$ cat src/rtl/orange_zone_classifier.sv
// orange_zone_classifier: per-frame orange hit histogram over horizontal zones, publishes dominant zone
module orange_zone_classifier #(
    parameter int H_PIXELS   = 320,
    parameter int N_ZONES    = 4,
    parameter int LINE_START = 0,
    parameter int LINE_END   = 239,
    parameter int CNT_W      = 17,
    parameter int MIN_PIXELS = 64
) (
    input  logic                       clk,
    input  logic                       reset,
    input  logic                       HREF,
    input  logic                       VSYNC,
    input  logic                       is_orange,
    output logic                       orange_detected,
    output logic [$clog2(N_ZONES)-1:0] zone_idx,
    output logic [CNT_W-1:0]           zone_count,
    output logic                       result_valid,
    output logic                       sat_flag
);
    localparam int ZONE_W = H_PIXELS / N_ZONES;
    localparam int ZI_W   = $clog2(N_ZONES);
    localparam int COL_W  = $clog2(H_PIXELS + 1);
    localparam int LINE_W = $clog2(LINE_END + 2);
    localparam logic [COL_W-1:0]  H_MAX   = COL_W'(H_PIXELS);
    localparam logic [COL_W-1:0]  ZW      = COL_W'(ZONE_W);
    localparam logic [LINE_W-1:0] L_START = LINE_W'(LINE_START);
    localparam logic [LINE_W-1:0] L_SPAN  = LINE_W'(LINE_END - LINE_START);
    localparam logic [CNT_W-1:0]  CNT_MAX = '1;
    localparam logic [CNT_W-1:0]  MIN_P   = CNT_W'(MIN_PIXELS);
    localparam logic [ZI_W-1:0]   LAST_Z  = ZI_W'(N_ZONES - 1);

    typedef enum logic [1:0] {SYNC, ACCUM, SCAN, PUBLISH} state_t;

    state_t             state;
    logic               vsync_q, href_q, sat;
    logic [COL_W-1:0]   col;
    logic [LINE_W-1:0]  line;
    logic [CNT_W-1:0]   acc [N_ZONES];
    logic [CNT_W-1:0]   best;
    logic [ZI_W-1:0]    best_idx, scan_idx;

    logic               vs_rise, href_fall, hit, gt;
    logic [ZI_W-1:0]    zsel, nidx;
    logic [CNT_W-1:0]   nbest;

    assign vs_rise   = VSYNC & ~vsync_q;
    assign href_fall = ~HREF & href_q;
    // Window test by unsigned offset: lines before LINE_START wrap to large values
    assign hit       = HREF & is_orange & (col < H_MAX) & ((line - L_START) <= L_SPAN);
    assign zsel      = ZI_W'(col / ZW);
    assign gt        = acc[scan_idx] > best;
    assign nbest     = gt ? acc[scan_idx] : best;
    assign nidx      = gt ? scan_idx : best_idx;

    always_ff @(posedge clk or posedge reset) begin
        if (reset) begin
            vsync_q <= 1'b0;
            href_q  <= 1'b0;
            col     <= '0;
            line    <= '0;
        end else begin
            vsync_q <= VSYNC;
            href_q  <= HREF;
            col     <= HREF ? ((col == H_MAX) ? col : col + 1'b1) : '0;
            if (vs_rise)
                line <= '0;
            else if (href_fall && line != '1)
                line <= line + 1'b1;
        end
    end

    always_ff @(posedge clk or posedge reset) begin
        if (reset) begin
            state           <= SYNC;
            for (int i = 0; i < N_ZONES; i++) acc[i] <= '0;
            sat             <= 1'b0;
            best            <= '0;
            best_idx        <= '0;
            scan_idx        <= '0;
            orange_detected <= 1'b0;
            zone_idx        <= '0;
            zone_count      <= '0;
            result_valid    <= 1'b0;
            sat_flag        <= 1'b0;
        end else begin
            result_valid <= 1'b0;
            case (state)
                SYNC: if (vs_rise) begin
                    for (int i = 0; i < N_ZONES; i++) acc[i] <= '0;
                    sat   <= 1'b0;
                    state <= ACCUM;
                end
                ACCUM: if (vs_rise) begin
                    scan_idx <= '0;
                    best     <= '0;
                    best_idx <= '0;
                    state    <= SCAN;
                end else if (hit) begin
                    if (acc[zsel] == CNT_MAX)
                        sat <= 1'b1;
                    else
                        acc[zsel] <= acc[zsel] + 1'b1;
                end
                SCAN: begin
                    best     <= nbest;
                    best_idx <= nidx;
                    scan_idx <= scan_idx + 1'b1;
                    if (scan_idx == LAST_Z) begin
                        orange_detected <= nbest >= MIN_P;
                        zone_idx        <= nidx;
                        zone_count      <= nbest;
                        sat_flag        <= sat;
                        result_valid    <= 1'b1;
                        state           <= PUBLISH;
                    end
                end
                PUBLISH: begin
                    for (int i = 0; i < N_ZONES; i++) acc[i] <= '0;
                    sat   <= 1'b0;
                    state <= ACCUM;
                end
            endcase
        end
    end
endmodule

$ cat config.mk
export PLATFORM = sky130hd
export DESIGN_NAME = orange_zone_classifier
export DESIGN_NICKNAME = d
export VERILOG_FILES = /design/src/rtl/orange_zone_classifier.sv
export SDC_FILE = /design/constraint.sdc
export NUM_CORES = 1
export LEC_CHECK = 0
export CELL_PAD_IN_SITES_DETAIL_PLACEMENT = 0
export CELL_PAD_IN_SITES_GLOBAL_PLACEMENT = 1
export CORE_MARGIN = 2
export CORE_UTILIZATION = 49
export DETAILED_ROUTE_END_ITERATION = 8
export PLACE_DENSITY_LB_ADDON = 0.05
export SETUP_SLACK_MARGIN = 0.3
export SLEW_MARGIN = 20
export SYNTH_ARGS = -nofsm -noshare
export SYNTH_HDL_FRONTEND = slang
export SYNTH_SLANG_ARGS = --single-unit
$ cat constraint.sdc
create_clock -name clk -period 5.5 [get_ports clk]
set_clock_uncertainty 0.1 [all_clocks]
set_input_delay 0.825 -clock clk [delete_from_list [all_inputs] [get_ports clk]]
set_output_delay 0.825 -clock clk [all_outputs]
set_load 0.02 [all_outputs]
==> summary.md, run 1 <==
| Metric | Value |
|---|---|
| Crit. End Element | `flip-flop` |
| Tot Pwr | `approximately 3.3 mW` |
| Final Cycle Share | `0.917` |
| Synth area leaders | `dfrtp_1, a22o_1, mux4_2, ha_1, nor2_1` |
| Vias per cell | `~6.4` |
| Clk sink count | `about 130` |
| Synth cell types | `79` |
| Min-delay worst type | `flip-flop to flip-flop` |
| Post-synth top flop | `dfrtp_1` |
| Final antenna-violating net count | `0` |
| Final-layout fill cell count | `1442` |
| Net switching power | `1.23 mW` |
| R2R Setup Slk | `about 0.46 ns` |
| # DRC | `0` |
| Req. time, crit path | `5.76 ns` |
| Routed via count | `roughly 6.8k` |
| Fin. max-slew vios | `0` |
| CTS Root Cell | `clkbuf_16` |
| First-pass DRT Iterations | `5` |
| Setup Buffers After CTS | `0` |
| Finished Core Util | `0.561` |
| Critical path class | `flip-flop to flip-flop` |
| Max IR drop VDD | `roughly 0.21 mV` |
| Register share of total power | `0.357` |
| Worst-path clk slew | `~0.060 ns` |
| CTS Hold Buffers Added | `0` |
| DR iter-0 viols | `about 520` |
| # rows | `47` |
| Max-Cap Viols | `0` |
| Mapped Area | `0.00824 mm^2` |
| Initial antenna violation count | `0` |
| Syn nets | `856` |
| FF/Latch Area | `0.00333 mm^2` |
| Post-Synthesis Cells | `824` |
| Clock Latency Late Sink | `0.43 ns` |
| DP HPWL | `15.6 mm` |
| Unrepaired setup endpoints after global routing | `true` |
| Clock Power Share | `0.330` |
| Yosys warning count | `0` |
| CP startpoint | `col[8]` |
| Syn Area/Cell | `10.0 um^2` |
| Most common cell after layout, fill and taps aside | `dfrtp_1` |
| Total Die Area | `roughly 0.018 mm^2` |
| GP Congestion | `0.882` |
| Fin crit period | `5.04 ns` |
| Slew margin rel. | `0.331` |
| Synth area leader | `dfrtp_1` |
| EDFF count, synth | `0` |
| Int Pwr | `2.07 mW` |
| Async SR Flop Fraction | `1.00` |
| All-layer global routing usage | `0.262` |
| Die Height | `134 um` |
| Worst EP arrival | `5.30 ns` |
| Reg2Reg Launch Point | `col[8]` |
| Most frequent cells in the layout | `dfrtp_1, nor2_1, a22o_1, nand2_1, o21ai_0` |
| # nets final | `868` |
| # diodes | `0` |
| Area grow syn2layout | `12.5%` |
| Die W | `~130 um` |
| CP Launch Type | `flip-flop` |
| Number of global-route vias before repair | `between 6k and 7k` |
| Bufs on Longest Clock Path | `2` |
| I/O Buffers | `26` |
| Top cell type's share of synthesized area | `0.404` |
| CTS tree | `done` |
| Io pins | `27` |
| Seq/Total Area, Yosys | `0.404` |
| CTS Buf Count | `17` |
| Pwr dens | `355 mW/mm^2` |
| Final global-route overflow total | `0` |
| Status | `complete, no violations` |
| Routed WL per cell | `20.9 um` |
| Crit Reg-Reg Endpoint | `acc[38]` |
| Post-CTS Resized | `0` |
| Initial Utilization | `0.499` |
| Slew @ Worst Pin | `between 0.9 and 1 ns` |
| Final hold violation count | `0` |
| Share of cells above drive strength 1 | `0.135` |
| Core Area | `0.0165 mm^2` |
| Hold slack | `0.388 ns` |
| Synth Register Bits | `about 130` |
| Fmax | `0.198 GHz` |
| R2R depth | `15` |
| Final WL | `~22 mm` |
| CP Capture Point | `acc[38]` |
| H-tree Lvls | `4` |
| Setup TNS | `0 ns` |
| Area used by multi-input combinational logic | `0.00453 mm^2` |
| Part of the power in combinational logic | `0.312` |
| First-pass GRT wire length | `36.7 mm` |
| Switching share of power | `0.373` |
| Largest net degree at the start of global routing | `99` |
| Worst Path Max Fanout | `24` |
| Pleak | `4.10 nW` |
| Setup-failing EPs final | `0` |
-- state kept, by name, summed over array words and instances (netlist names) --
signal and cells:
href_q 1, result_valid 1, state 2, best_idx 2, zone_idx 2, col 9, scan_idx 2, acc 68
line 8, sat_flag 1, zone_count 17, best 17, vsync_q 1, orange_detected 1, sat 1
-- Yosys cell counts (18+ instances only) --
library cell	number
ha_1	27
a21oi_1	27
a31oi_1	18
clkbuf_1	38
inv_1	27
a22o_1	76
o21ai_0	43
o221ai_1	26
dfrtp_1	133
nand3_1	19
nor2_1	77
nand2_1	73
and3b_1	27
-- per-stage QoR --
| stage | std cells | setup slack, ns | instance area (um^2) |
|---|---|---|---|
| after global routing | 1069 | 0.201 | 9270 |
| after floorplan | 824 | 1.02 | 8240 |
| after global placement | 1037 | 0.765 | 8710 |
| after detailed placement | 1037 | 0.579 | 8710 |
| final | 1069 | 0.458 | 9270 |
| after CTS | 1069 | 0.549 | 9270 |
-- worst min-delay path by stage --
| stage | startpoint | to | slack (ns) | depth (start not counted) |
|---|---|---|---|---|
| 5_1_grt | zone_count[16] | zone_count[16] | 0.43 | 1 |
| 3_3_place_gp | zone_count[16] | zone_count[16] | 0.38 | 1 |
| 6_report | zone_count[16] | zone_count[16] | 0.39 | 1 |
| 2_1_floorplan | sat | sat | 0.36 | 2 |
| 4_1_cts | zone_count[16] | zone_count[16] | 0.40 | 1 |
| 3_5_place_dp | zone_count[16] | zone_count[16] | 0.38 | 1 |
-- logic make-up (layout without fill, tap and decap cells) --
family | after synthesis | in the layout | synth area share
AND/OR/NAND/NOR | 267 | 267 | 0.177
AO/OA/AOI/OAI | 246 | 246 | 0.231
flip-flops | 133 | 133 | 0.404
buffers and inverters | 89 | 114 | 0.0472
multiplexers | 36 | 36 | 0.0703
adder cells (fa/ha/maj) | 27 | 27 | 0.0410
XOR/XNOR | 26 | 26 | 0.0294
-- power groups by stage --
stage | Clock, mW | Combinational, mW | Sequential (mW)
after floorplan | 0 | 0.550 | 1.23
after global placement | 0 | 1.01 | 1.19
after detailed placement | 0 | 1.02 | 1.20
after CTS | 1.10 | 1.03 | 1.18
after global routing | 1.15 | 1.10 | 1.20
final | 1.09 | 1.03 | 1.18
-- metal layers --
| metal | vias to the layer above | part of all wire | global-route usage | wire length (um) |
|---|---|---|---|---|
| met4 | 0 | 0.026 | 0.102 | 571 |
| met2 | 244 | 0.47 | 0.415 | 10500 |
| met1 | 3377 | 0.45 | 0.360 | 10200 |
| li1 | 3134 | - | - | - |
| met3 | 59 | 0.052 | 0.0457 | 1170 |
| met5 | - | 0 | 0 | 0 |
-- layout make-up --
type                            count  share of cell area
Timing Repair Buffer               54              0.0507
Sequential cell                   133               0.359
Clock buffer                       18              0.0463
Clock inverter                     14              0.0139
Multi-Input combinational cell    602               0.488
Tap cell                          220              0.0297
Inverter                           28              0.0119
-- worst max-delay path: stages (launching register included) --
cell      delay, ns
dfrtp_1        0.60
and2b_2        0.33
a21oi_2        0.47
buf_4          0.40
o221ai_1       0.20
nor3_2         0.33
o211ai_2       0.22
nor4_4         0.39
and3_1         0.25
ha_1           0.18
nor2_1         0.06
nand2_1        0.07
nor2_1         0.08
a21oi_1        0.78
buf_4          0.32
a22o_1         0.16
Power figures use the tool's default switching activity.
==> inputs of run 2 (changes only) <==
Settings changed: CTS_BUF_LIST from default to sky130_fd_sc_hd__clkbuf_16.
Clock period 5.5 ns to 4.65 ns, I/O delays scaled along.
==> run 2 against run 1 <==
Net effect: register-to-register slack improved by 0.06 ns; routed wire length is 1.9% higher; worst hold slack gained 0.0099 ns; sequential power increased by 14%; worst setup slack better by 0.056 ns; maximum frequency is 22% higher; critical path type unchanged; largest cell class unchanged.
==> summary.md, run 2 (same netlist as run 1, synthesis figures left out) <==
| Metric | Value |
|---|---|
| Status | `complete, no violations` |
| Core Area | `0.0165 mm^2` |
| Pwr dens | `roughly 430 mW/mm^2` |
| Pleak | `4.18 nW` |
| Int Pwr | `2.56 mW` |
| Critical path class | `flip-flop to flip-flop` |
| Bufs on Longest Clock Path | `2` |
| Most frequent cells in the layout | `dfrtp_1, nor2_1, a22o_1, nand2_1, o21ai_0` |
| Max IR drop VDD | `0.336 mV` |
| Tot Pwr | `4.02 mW` |
| Initial antenna violation count | `0` |
| CP Launch Type | `flip-flop` |
| H-tree Lvls | `4` |
| Clock Latency Late Sink | `0.43 ns` |
| Final WL | `approximately 23 mm` |
| Total Die Area | `between 0.015 and 0.02 mm^2` |
| Setup TNS | `0 ns` |
| Clock Power Share | `0.335` |
| Slew @ Worst Pin | `0.767 ns` |
| Io pins | `27` |
| CTS Buf Count | `17` |
| Final global-route overflow total | `0` |
| Routed via count | `6869` |
| Req. time, crit path | `4.87 ns` |
| DP HPWL | `15.7 mm` |
| Worst Path Max Fanout | `25` |
| Routed WL per cell | `21.2 um` |
| Area grow syn2layout | `14.2%` |
| Final Cycle Share | `0.890` |
| GP Congestion | `between 0.8 and 0.9` |
| CTS Root Cell | `clkbuf_16` |
| Fin crit period | `4.14 ns` |
| CTS tree | `done` |
| Worst-path clk slew | `0.06 ns` |
| Max FFs per register | `68` |
| Net switching power | `between 1 and 1.5 mW` |
| Hold slack | `0.398 ns` |
| Worst EP arrival | `4.36 ns` |
| Fin cells | `1078` |
| # DRC | `0` |
| First-pass DRT Iterations | `5` |
| Placed insts | `1043` |
| Fmax | `0.242 GHz` |
| Die Height | `between 100 and 150 um` |
| DR iter-0 viols | `645` |
| Part of the power in combinational logic | `0.331` |
| Vias per cell | `6.37` |
| All-layer global routing usage | `0.263` |
| Pre-CTS WS | `0.0564 ns` |
| Share of cells above drive strength 1 | `0.145` |
| Register share of total power | `0.334` |
| I/O Buffers | `26` |
| Min-delay worst type | `flip-flop to flip-flop` |
| Die W | `between 100 and 150 um` |
| Number of global-route vias before repair | `between 6k and 7k` |
| Setup-failing EPs final | `0` |
| # nets final | `877` |
| Final-layout fill cell count | `approximately 1.4k` |
| Max-Cap Viols | `0` |
| Fin. max-slew vios | `0` |
| Largest Register | `acc` |
| Clk sink count | `133` |
| Initial Utilization | `0.499` |
| # rows | `47` |
| Slew margin rel. | `0.485` |
| Setup ws final | `0.513 ns` |
| Largest net degree at the start of global routing | `48` |
| Most common cell after layout, fill and taps aside | `dfrtp_1` |
| Biggest regs | `acc x68, best x17, zone_count x17` |
| Final hold violation count | `0` |
| Unrepaired setup endpoints after global routing | `false` |
| Crit. End Element | `flip-flop` |
| First-pass GRT wire length | `around 37 mm` |
| Switching share of power | `0.363` |
| # diodes | `0` |
| Final antenna-violating net count | `0` |
## run 2: changes by cell type in the layout (fill, tap and decap cells not counted), moves of 3 or more
cell      change
clkinv_1      +3
and3_1        -4
inv_1         +4
buf_12        +3
and3_2        +4
buf_4         +5
inv_6         -4
## run 2: worst paths after layout
| kind | from | endpoint | slack, ns | cells past startpoint |
|---|---|---|---|---|
| setup / recovery | col[8] | acc[0] | 0.51 | 13 |
| hold / removal | zone_count[16] | zone_count[16] | 0.40 | 1 |
| setup reg to reg | col[8] | acc[0] | 0.51 | 13 |
| hold reg to reg | zone_count[16] | zone_count[16] | 0.40 | 1 |
| max in group asynchronous | reset | acc[35] | 3.19 | 4 |
| min in group asynchronous | reset | line[2] | 0.48 | 2 |
## run 2: repair_timing
| item | CTS | global route |
|---|---|---|
| pin swaps | 0 | 2 |
| setup endpoints to repair | 68 | 68 |
| hold buffers | 0 | 0 |
| buffers inserted | 0 | 2 |
| resized for setup | 5 | 3 |
## run 2: metrics by stage
step | cell area, um^2 | utilization
finish | 9410 | 0.570
global route | 9410 | 0.570
CTS | 9370 | 0.567
detailed placement | 8780 | 0.532
global placement | 8780 | 0.532
floorplan | 8250 | -
## run 2: power by group through the flow
stage / logic (mW) / registers (mW) / clock network [mW]
after floorplan: 0.651 / 1.46 / 0
after global placement: 1.31 / 1.36 / 0
after detailed placement: 1.32 / 1.36 / 0
after CTS: 1.32 / 1.34 / 1.36
after global routing: 1.43 / 1.36 / 1.41
final: 1.33 / 1.34 / 1.35
## run 2: critical path: stages, from the launching register on
cell and delay [ns]:
dfrtp_2 0.50, and2b_2 0.33, a21oi_4 0.33, buf_6 0.29, o221ai_1 0.19, nor3_2 0.36
o211ai_2 0.21, nor4_4 0.39, and3_1 0.21, ha_1 0.17, nor2_1 0.06, and3_1 0.22
and3_2 0.40, a22o_1 0.26
## run 2: cell type report
type | instances | area, um^2 | area share
Clock buffer | 17 | 425 | 0.0452
Clock inverter | 15 | 149 | 0.0158
Inverter | 28 | 109 | 0.0116
Multi-Input combinational cell | 602 | 4540 | 0.483
Sequential cell | 133 | 3330 | 0.354
Tap cell | 220 | 275 | 0.0292
Timing Repair Buffer | 63 | 579 | 0.0616
## run 2: routing by layer
| metal | vias to the layer above | share of wire | GRT usage |
|---|---|---|---|
| met1 | 3432 | 0.46 | 0.367 |
| met2 | 260 | 0.47 | 0.422 |
| met3 | 34 | 0.052 | 0.0373 |
| met4 | 0 | 0.019 | 0.0881 |
| li1 | 3143 | - | - |
| met5 | - | 0 | 0 |
==> inputs of run 3 (changes only) <==
Settings changed: GPL_ROUTABILITY_DRIVEN from default to 0.
==> results of run 3 <==
The final DEF is identical to that of run 2; final timing and power are the same.
